[src/rtl/display_mux_4digit_if.sv]
// Signal bundle between a digit source and the 4-digit display scanner.
// Ports: none; carries en/load/d0..d3/dp_in toward the scanner and
//        an/seg/dp/digit_sel back out to the display.
interface display_mux_4digit_if;
  logic       en;
  logic       load;
  logic [3:0] d0;
  logic [3:0] d1;
  logic [3:0] d2;
  logic [3:0] d3;
  logic [3:0] dp_in;
  logic [3:0] an;
  logic [6:0] seg;
  logic       dp;
  logic [1:0] digit_sel;

  // Driver side: supplies digits and strobes, observes the display lines.
  modport master (
    output en, load, d0, d1, d2, d3, dp_in,
    input  an, seg, dp, digit_sel
  );

  // Scanner side.
  modport slave (
    input  en, load, d0, d1, d2, d3, dp_in,
    output an, seg, dp, digit_sel
  );
endinterface

[src/rtl/display_mux_4digit.sv]
// Multiplexed 4-digit 7-segment scanner with hex decode, guard blanking
// between digits and optional leading-zero blanking.
// Ports: clk, reset (sync, active-high); bus.slave carries en, load, d0..d3,
//        dp_in in and an, seg, dp, digit_sel out (all outputs registered,
//        active-low display lines).
module display_mux_4digit #(
  parameter int REFRESH_DIV   = 100000,
  parameter int GUARD_CYCLES  = 2,
  parameter int BLANK_LEADING = 1
) (
  input  logic                 clk,
  input  logic                 reset,
  display_mux_4digit_if.slave  bus
);

  localparam int CNT_MAX = (REFRESH_DIV > GUARD_CYCLES) ? REFRESH_DIV : GUARD_CYCLES;
  localparam int PW      = $clog2(CNT_MAX);
  localparam logic [PW-1:0] SHOW_TC  = PW'(REFRESH_DIV - 1);
  localparam logic [PW-1:0] GUARD_TC = (GUARD_CYCLES > 0) ? PW'(GUARD_CYCLES - 1) : '0;

  typedef enum logic {SHOW = 1'b0, GUARD = 1'b1} state_t;

  state_t        state, state_n;
  logic [PW-1:0] presc, presc_n;
  logic [1:0]    idx, idx_n;
  logic [3:0]    snap [4];
  logic [3:0]    snap_dp;

  logic [3:0]    lead_blank;
  logic [3:0]    cur_digit;
  logic [6:0]    cur_seg;

  function automatic logic [6:0] hex7(input logic [3:0] v);
    logic [6:0] s;
    case (v)
      4'h0: s = 7'b1000000;
      4'h1: s = 7'b1111001;
      4'h2: s = 7'b0100100;
      4'h3: s = 7'b0110000;
      4'h4: s = 7'b0011001;
      4'h5: s = 7'b0010010;
      4'h6: s = 7'b0000010;
      4'h7: s = 7'b1111000;
      4'h8: s = 7'b0000000;
      4'h9: s = 7'b0010000;
      4'hA: s = 7'b0001000;
      4'hB: s = 7'b0000011;
      4'hC: s = 7'b1000110;
      4'hD: s = 7'b0100001;
      4'hE: s = 7'b0000110;
      default: s = 7'b0001110;
    endcase
    return s;
  endfunction

  // A digit is a leading zero when it and every digit to its left are zero.
  // Digit 0 always shows so an all-zero value still reads "0".
  always_comb begin
    lead_blank    = 4'b0000;
    lead_blank[3] = (snap[3] == 4'h0);
    lead_blank[2] = lead_blank[3] && (snap[2] == 4'h0);
    lead_blank[1] = lead_blank[2] && (snap[1] == 4'h0);
    if (BLANK_LEADING == 0) lead_blank = 4'b0000;
  end

  always_comb begin
    cur_digit = snap[idx];
    cur_seg   = lead_blank[idx] ? 7'b1111111 : hex7(cur_digit);
  end

  // Next-state: en low parks the scanner at digit 0, start of SHOW.
  always_comb begin
    state_n = state;
    presc_n = presc + 1'b1;
    idx_n   = idx;
    if (!bus.en) begin
      state_n = SHOW;
      presc_n = '0;
      idx_n   = 2'd0;
    end else begin
      case (state)
        SHOW: begin
          if (presc == SHOW_TC) begin
            presc_n = '0;
            idx_n   = idx + 2'd1;
            state_n = (GUARD_CYCLES == 0) ? SHOW : GUARD;
          end
        end
        default: begin
          if (presc == GUARD_TC) begin
            presc_n = '0;
            state_n = SHOW;
          end
        end
      endcase
    end
  end

  always_ff @(posedge clk) begin
    if (reset) begin
      state   <= SHOW;
      presc   <= '0;
      idx     <= 2'd0;
      snap[0] <= 4'h0;
      snap[1] <= 4'h0;
      snap[2] <= 4'h0;
      snap[3] <= 4'h0;
      snap_dp <= 4'h0;
    end else begin
      state <= state_n;
      presc <= presc_n;
      idx   <= idx_n;
      // Capture is independent of en and the scan position.
      if (bus.load) begin
        snap[0] <= bus.d0;
        snap[1] <= bus.d1;
        snap[2] <= bus.d2;
        snap[3] <= bus.d3;
        snap_dp <= bus.dp_in;
      end
    end
  end

  // Display lines are a registered view of the current state/snapshot.
  always_ff @(posedge clk) begin
    if (reset || !bus.en) begin
      bus.an        <= 4'b1111;
      bus.seg       <= 7'b1111111;
      bus.dp        <= 1'b1;
      bus.digit_sel <= 2'd0;
    end else if (state == SHOW) begin
      bus.an        <= ~(4'b0001 << idx);
      bus.seg       <= cur_seg;
      bus.dp        <= ~snap_dp[idx];
      bus.digit_sel <= idx;
    end else begin
      bus.an        <= 4'b1111;
      bus.seg       <= 7'b1111111;
      bus.dp        <= 1'b1;
      bus.digit_sel <= idx;
    end
  end

endmodule
[src/flat_wrapper.sv]
// flat-port wrapper written by rule: the top's interface ports become plain ports
module display_mux_4digit_flat 
#(
  parameter int REFRESH_DIV   = 100000,
  parameter int GUARD_CYCLES  = 2,
  parameter int BLANK_LEADING = 1
)
  (clk, reset, bus_en, bus_load, bus_d0, bus_d1, bus_d2, bus_d3, bus_dp_in, bus_an, bus_seg, bus_dp, bus_digit_sel);
  display_mux_4digit_if bus_i ();
  input  logic clk;
  input  logic reset;
  input wire logic [$bits(bus_i.en)-1:0] bus_en;
  input wire logic [$bits(bus_i.load)-1:0] bus_load;
  input wire logic [$bits(bus_i.d0)-1:0] bus_d0;
  input wire logic [$bits(bus_i.d1)-1:0] bus_d1;
  input wire logic [$bits(bus_i.d2)-1:0] bus_d2;
  input wire logic [$bits(bus_i.d3)-1:0] bus_d3;
  input wire logic [$bits(bus_i.dp_in)-1:0] bus_dp_in;
  output wire logic [$bits(bus_i.an)-1:0] bus_an;
  output wire logic [$bits(bus_i.seg)-1:0] bus_seg;
  output wire logic [$bits(bus_i.dp)-1:0] bus_dp;
  output wire logic [$bits(bus_i.digit_sel)-1:0] bus_digit_sel;
  assign bus_i.en = bus_en;
  assign bus_i.load = bus_load;
  assign bus_i.d0 = bus_d0;
  assign bus_i.d1 = bus_d1;
  assign bus_i.d2 = bus_d2;
  assign bus_i.d3 = bus_d3;
  assign bus_i.dp_in = bus_dp_in;
  assign bus_an = bus_i.an;
  assign bus_seg = bus_i.seg;
  assign bus_dp = bus_i.dp;
  assign bus_digit_sel = bus_i.digit_sel;
  display_mux_4digit #(.REFRESH_DIV(REFRESH_DIV), .GUARD_CYCLES(GUARD_CYCLES), .BLANK_LEADING(BLANK_LEADING)) u_core (.clk(clk), .reset(reset), .bus(bus_i));
endmodule
[config.mk]
export PLATFORM = sky130hd
export DESIGN_NAME = display_mux_4digit_flat
export DESIGN_NICKNAME = d
export VERILOG_FILES = /design/src/rtl/display_mux_4digit_if.sv /design/src/rtl/display_mux_4digit.sv /design/src/flat_wrapper.sv
export SDC_FILE = /design/constraint.sdc
export NUM_CORES = 1
export LEC_CHECK = 0
export BUFFER_PORTS_ARGS = -buffer_cell sky130_fd_sc_hd__buf_4
export CAP_MARGIN = 20
export CORE_MARGIN = 2
export CORE_UTILIZATION = 25
export DETAILED_ROUTE_END_ITERATION = 8
export PLACE_DENSITY = 0.5
export SYNTH_ARGS = -nofsm -noshare
export SYNTH_HDL_FRONTEND = slang
export SYNTH_SLANG_ARGS = --single-unit
[constraint.sdc]
create_clock -name clk -period 4.6 [get_ports clk]
set_clock_uncertainty 0.2 [all_clocks]
set_input_delay 0.23 -clock clk [delete_from_list [all_inputs] [get_ports clk]]
set_output_delay 0.23 -clock clk [all_outputs]
set_load 0.02 [all_outputs]
==> results of run 1 <==
state kept, by name (all words and copies together), names as in the netlist, 2 cells and up, named ones only:
register	cells
u_core.idx	2
u_core.bus.an	4
u_core.snap	16
u_core.bus.seg	7
u_core.snap_dp	4
u_core.presc	17
u_core.bus.digit_sel	2
metal layers:
metal | share of wire, % | vias to the layer above | GRT usage (%)
li1 | - | 992 | -
met1 | 54 | 836 | 13.8
met2 | 40 | 43 | 14.7
met3 | 4.4 | 5 | 2.23
met4 | 1.3 | 0 | 3.39
met5 | 0 | - | 0
report_power, final:
group | switching, uW | internal, uW | total (uW)
clock network | 168 | 111 | 279
logic | 51.4 | 63.8 | 115
registers | 12.2 | 528 | 540
total | 231 | 703 | 934
area by class of cell:
class | instances | area share, %
Sequential cell | 56 | 37.8
Clock buffer | 5 | 2.03
Inverter | 10 | 1.11
Timing Repair Buffer | 59 | 14.7
Clock inverter | 3 | 0.737
Tap cell | 136 | 5.01
Multi-Input combinational cell | 169 | 38.7
placed cells by master, fill, tap and decap left out, drive strengths merged, types with 2 or more instances in the layout:
cell type    count
buf             37
nand4            5
and3b            2
a21oi            2
nor2b            2
and2            16
dlygate4sd3     22
nor4             8
nand3            6
nor3            21
edfxtp          16
xor2             8
nand2           16
xnor2           10
nor2            11
clkbuf           5
mux4             6
dfxtp           40
ha              12
nand2b           2
inv             12
o211ai           3
or2              4
mux2             7
o221ai           2
mux2i            9
o21ai            2
or3              4
cell families after synthesis:
logic type	count (synthesis)
compound gates	13
xor+xnor	18
fa+ha+maj	12
buf+inv	20
flops	56
mux	22
simple gates	104
per-stage QoR:
stage / area (sq um) / cells / setup WS (ns) / hold slack (ns)
3_5_place_dp: 3080 / 408 / 1.96 / 0.278
2_1_floorplan: 2700 / 245 / 2.25 / 0.102
5_1_grt: 3390 / 438 / 1.77 / 0.00311
6_report: 3390 / 438 / 1.96 / 0.0119
4_1_cts: 3390 / 438 / 1.95 / 0.00200
3_3_place_gp: 3080 / 408 / 2.00 / 0.272
final timing paths:
path	end	depth (start not counted)	slack [ns]
worst min-delay path	u_core.snap[1][1]$_SDFFCE_PN0P_	2	0.01
worst min register to register	u_core.presc[0]$_SDFF_PP0_	1	0.32
worst max-delay path	u_core.bus.seg[0]$_SDFF_PP1_	5	1.96
worst max register to register	u_core.bus.seg[0]$_SDFF_PP1_	5	1.96
worst register-to-register path, cell delays in order, from the launching register on:
cell     delay [ns]
dfxtp_1        0.58
mux4_1         0.73
ha_1           0.31
or3_2          0.49
a21oi_1        0.14
o31ai_1        0.08
timing repair:
action                    in CTS  in global routing
hold endpoints to repair      18                  0
buffers inserted               0                  0
hold buffers                  22                  0
==> run summary, run 1 <==
The TritonCTS clock tree is done. The HPWL after detailed placement is 3880 microns. Summed over all failing endpoints, the final setup total negative slack is 0 ns. The initial standard-cell utilization of the core is between 20% and 30%. In the final design database the tool counted 337 nets. The simple logic cell fraction of the synthesized area is 21.2%. The fraction of post-synthesis cell area in the top cell type by area came out at 29.6%. The flow ran to the end, and the final reports show no timing, DRC or antenna violations. The data arrival at the endpoint of the critical path is around 2.6 ns. The clock-pin slew on the worst setup and hold paths is 0.11 ns. The worst max-slew margin expressed relative to the limit came out at 46.4%. The worst setup path is captured at a register. Setup repair after global routing left no endpoint under its margin. The number of antenna diodes is 0. The clock tree synthesis step divided the H-tree into 2 levels. The most common cell in the netlist is dfxtp_1. Dividing the detail-routed via count by the number of cells gives 4.28. CTS placed an instance of clkbuf_8 at the clock tree root.

In the synthesized netlist, mux cells make up 12.2% of the area. Power comes to 934 uW. At the later pin of the worst-skew pair, clock insertion delay measures 0.31 ns. The critical path contains buffers and inverters numbering 0 combined.

The highest-delay cell along the critical path is mux4_1. The die height is about 110 microns. In this run the most critical hold path is launched from bus_d1[1]. The worst-case clock buffer depth is 2.

The number of violations of the max-capacitance limit came out at 0. The average routed wire per standard cell came out at 12.2 microns. The Yosys warning count came out at 0. Measured along the x axis, the die boundary spans 108 microns. The die covers approximately 12000 sq um. The data required time at the worst endpoint is 4.60 ns. dfxtp_1 takes more of the synthesized area than any other cell. The largest fanout on the critical path is 8. The proportion of synthesized flip-flops having asynchronous set or reset came out at 0%. The number of sinks driven by the clock tree came out at 56. The count of final max-slew check failures is 0. The core area is approximately 10000 sq um.

The floorplan row count came out at 37. Counting instances in the post-synthesis netlist gives the leading cell types as 40 x dfxtp_1, 21 x nor3_1, 16 x and2_1, 16 x edfxtp_1, 16 x nand2_1. The area used by multi-input combinational logic is 1310 sq um.

The total power divided by cell area is around 280 nW/um^2. The synthesized design contains 16 enable-type register cells. The final route contains 1876 vias. The iteration count of the initial detailed-routing pass came out at 4. Walking the worst path, the cells encountered are mux4_1 > ha_1 > or3_2 > a21oi_1 > o31ai_1.

The total length of routed wires came out at about 5300 microns. The maximum number of pins on one net before global-route repair is 21. The initial detailed-routing violation count is 32. Once detail routing completed, the nets flagged for antenna violations numbered 0.

The worst ir drop on vdd is 0.000120 V. Summed over all cells, the static leakage comes to about 0.0013 uW. The first global-routing pass estimated 9000 microns of wire.

The transition time of the tightest slew-check pin came out at 0.804 ns. The final count of hold timing violations is 0. For this run, the share of the core covered by cells in the final layout is 32.6%.

Synthesis produced 245 cells. The xor-xnor portion of the synthesized cell area came out at under 10%. The clock period could shrink to 2.64 ns. For this run, the top clock speed supported by timing is 379 MHz.

The initial antenna violation count came out at 0. The adder-cell share of the synthesized area came out at 5.56%. The family with the most delay on the worst path is multiplexers. Global routing used 9.80% of the available tracks across all layers. After synthesis, the largest family of logic cells by area is simple AND/OR/NAND/NOR gates. Summing every instance area after synthesis gives ~2700 sq um. In the final layout, the share of cells above drive strength 1 is 20.2%. Counting flops and latches in the post-synthesis netlist gives 56. The count of filler cells inserted in the layout came out at 1080. The number of failing setup endpoints in the final timing report is 0. The number of distinct library cells after synthesis is 45. The sequential cell area in the final layout is 1280 sq um. The portion of the post-synthesis area used by sequential elements came out at 47.4%.

The critical path's largest stage delay is around 0.73 ns. In this run the count of I/O pins placed on the die edge is 38. Ranked by total cell area, the synthesized netlist is headed by dfxtp_1 30%, edfxtp_1 18%, ha_1 5.6%. The congestion estimate from routability-driven global placement came to 0.807. The count of input and output buffers is 37.

Counting every net in the synthesized netlist gives 281. The count of cells resized by post-cts repair is 0. The synthesis-to-finish area growth is 25.6%. The TritonCTS buffer count is 5. The kind of start point of the critical path is a register. The synthesized netlist devotes between 3 and 4% of its cell area to compound gates.

The worst setup path category is register to register. The mean instance size in the synthesized netlist is approximately 11 sq um. Dividing the final minimum period by the clock period gives a little under three fifths. For this run, design rule violations remaining after detail routing come to 0. The worst hold path belongs to the class input port to register.

The main flop type after synthesis is dfxtp_1. The via count of the first global-routing pass is between 1500 and 2000. After global routing the overflow that remains totals 0.
Power figures use the tool's default switching activity.
==> run 2: changes to the inputs <==
--- a/config.mk
+++ b/config.mk
@@ -10,7 +10,7 @@
 export CORE_MARGIN = 2
 export CORE_UTILIZATION = 25
 export DETAILED_ROUTE_END_ITERATION = 8
-export PLACE_DENSITY = 0.5
+export PLACE_DENSITY = 0.52
 export SYNTH_ARGS = -nofsm -noshare
 export SYNTH_HDL_FRONTEND = slang
 export SYNTH_SLANG_ARGS = --single-unit
==> constraint.sdc (replaced) <==
create_clock -name clk -period 2.42 [get_ports clk]
set_clock_uncertainty 0.2 [all_clocks]
set_input_delay 0.121 -clock clk [delete_from_list [all_inputs] [get_ports clk]]
set_output_delay 0.121 -clock clk [all_outputs]
set_load 0.02 [all_outputs]
==> run 2 against run 1 <==
Net effect: setup slack worse by 1.8 ns; clock-buffer cell count grew 1; combinational power increased by 100%; total power up 99%; die area unchanged; global-route usage up 0.091 points; first-iteration DRC count rose by 110%; sequential share of layout area shrank 1.1 points; utilization rose by 1.0 points; register-to-register slack worse by 1.8 ns; non-clock buffer count grew 11.
==> run summary, run 2 (synthesis results as in run 1) <==
The number of ports placed on the die boundary came out at 38. Final hold analysis gives a worst-case slack of around 0.32 ns. The final count of hold timing violations is 0. The detailed route wirelength on metal2 came out at 2380 microns. The number of antenna diodes came out at 0.

The worst path needs 2.29 ns of the cycle, external delays included. Of all nets on the critical path, the largest fanout is 5. The data required time at the worst endpoint came out at about 2.4 ns. The number of violations of the max-capacitance limit is 0.

The count of final max-slew check failures is 0. The initial standard-cell utilization of the core came out at 25.9%. The HPWL after detailed placement came out at 4020 microns.

In the finished design, the share of the clock period the worst path needs comes to 94.8%. Across the VDD grid, the largest voltage drop is ~0.00026 V. The worst setup path category is register to register. After floorplanning, the core was divided into 37 placement rows. The final core utilization is 33.6%. The weighted congestion reported at the end of routability-driven placement is 0.782.

The initial antenna violation count came out at 0. The count of filler cells inserted in the layout is about 1100. The TritonCTS buffer count is 5. Setup repair after global routing left no endpoint under its margin. The via count of the first global-routing pass is roughly 1900. The most common library cell in the layout ignoring fill and taps is buf_4. The endpoint identified for the worst register-to-register timing path is u_core.bus.seg[0]$_SDFF_PP1_.

Static timing analysis puts the maximum clock frequency at 436 MHz. The critical path goes through mux4_1 > ha_1 > or3_2 > a21oi_1 > o31ai_1. The total vias in the final route is a little under 2000.

The transition time of the tightest slew-check pin is 0.683 ns. u_core.presc holds more flip-flops than any other register. The largest registers in the layout are u_core.presc x17, u_core.snap x16, u_core.bus.seg x7. The share of layout cells above drive strength 1 is 21.4%. The depth of the worst hold-timing path came out at 2.

The worst-case clock buffer depth is 2. The leakage power is approximately 0.0013 uW. The clock-pin slew on the worst setup and hold paths is about 0.090 ns. After detailed routing, the number of vias per cell comes to 4.29. The amount of wire on met3 after detailed routing came out at 241 microns. The flip-flop count of the largest register after layout came out at 17. The kind of start point of the critical path is a register.

The setup slack after layout came out at 0.126 ns. The total negative setup slack came out at 0 ns. The highest metal layer carrying signal wires in the routed design is met4.

The min-delay analysis places its worst path in the category input port to register. The destination of the worst hold path is u_core.snap[1][0]$_SDFFCE_PN0P_. The critical path's largest stage delay came out at 0.62 ns. Counting cells, the worst reg-to-reg path comes to 5.

Relative to the synthesized area, the layout overhead comes to 29.5%. The die height came out at 108 microns. The root buffer cell chosen for the clock tree is clkbuf_8. The count of cells resized by post-cts repair is 0.

The later pin in the worst-skew pair is clocked with a latency of ~0.30 ns. The core area came out at 10400 sq um. The total length of routed wires is 5430 microns. In this run the number of H-tree levels came out at 2. Measured against its own limit, the worst slew margin works out to between 50% and 60%.

The average routed wire per standard cell is 12.1 microns. The worst setup path is captured at a register. The total global routing track utilization came out at 9.89%. The initial detailed-routing violation count came out at 68. The die covers 11700 sq um. The library cells used most frequently in the layout, excluding fill and tap cells, are 44 x buf_4, 40 x dfxtp_1, 26 x dlygate4sd3_1, 21 x nor3_1. The global-route wire length before repair is between 9000 and 10000 microns. The data arrival at the endpoint of the critical path came out at 2.28 ns. The die is 108 microns wide. The total power divided by cell area is 530 nW/um^2. The number of sinks driven by the clock tree is 56. The register-to-register path setup slack came out at around 0.13 ns. The flow ran to the end, and the final reports show no timing, DRC or antenna violations. The startpoint identified for the worst hold timing path is bus_load. The total grt overflow came out at 0.

Timing analysis after detailed placement gives a worst setup slack of around 0.13 ns. The maximum number of pins on one net before global-route repair is 19. The net count reported at finish came out at 348. The number of failing setup endpoints in the final timing report is 0. The wire length the detailed router placed on met1 came out at 2700 microns. The count of input and output buffers is 37. The TritonCTS clock tree is done.

The final antenna-violating net count is 0. For this run, design rule violations remaining after detail routing come to 0. The highest-delay cell along the critical path is mux4_1. The first detailed-routing pass took 4 iterations.
## run 2: routing by layer
| layer | vias to the layer above | global-route usage, % |
|---|---|---|
| li1 | 1008 | - |
| met1 | 866 | 13.3 |
| met2 | 44 | 15.6 |
| met3 | 7 | 1.99 |
| met4 | 0 | 3.94 |
| met5 | - | 0 |
## run 2: what timing repair did
action | CTS | global route
hold buffers | 26 | 0
buffers inserted | 0 | 0
hold endpoints to repair | 21 | 0
## run 2: how the worst max path moves through the flow
stage,startpoint,end,slack [ns],cells past startpoint
global placement,register,u_core.bus.seg[0]$_SDFF_PP1_,0.15,5
floorplan,register,u_core.bus.seg[0]$_SDFF_PP1_,0.07,6
detailed placement,register,u_core.bus.seg[0]$_SDFF_PP1_,0.13,5
finish,register,u_core.bus.seg[0]$_SDFF_PP1_,0.13,5
global route,register,u_core.bus.seg[0]$_SDFF_PP1_,0.02,5
CTS,register,u_core.bus.seg[0]$_SDFF_PP1_,0.11,5
## run 2: report_power, final
group          switching [uW]  total (uW)  internal [uW]
combinational            99.2         230            131
sequential               22.5        1030           1000
clock                     293         600            307
total                     415        1860           1440
## run 2: layout make-up
type                    instances  area [sq um]  share of cell area, %
clock buffers                   6          72.6                   2.07
multi-input cells             169          1310                   37.5
repair buffers                 70           591                   16.9
well taps                     136           170                   4.86
clock inverters                 2          35.0                   1.00
inverters                      10          37.5                   1.07
flip-flops and latches         56          1280                   36.6
## run 2: per-stage QoR
stage | std cells | instance area, sq um | total power (uW)
after floorplan | 245 | 2700 | 1170
after global placement | 415 | 3130 | 1240
after detailed placement | 415 | 3130 | 1250
after CTS | 449 | 3500 | 1890
after global routing | 449 | 3500 | 1950
final | 449 | 3500 | 1860
## run 2: worst max-delay path: cells and delay by family (launching register included)
kind,cells,cell delay (ns)
flops,1,0.39
fa+ha+maj,1,0.28
simple gates,1,0.48
mux,1,0.62
compound gates,2,0.22
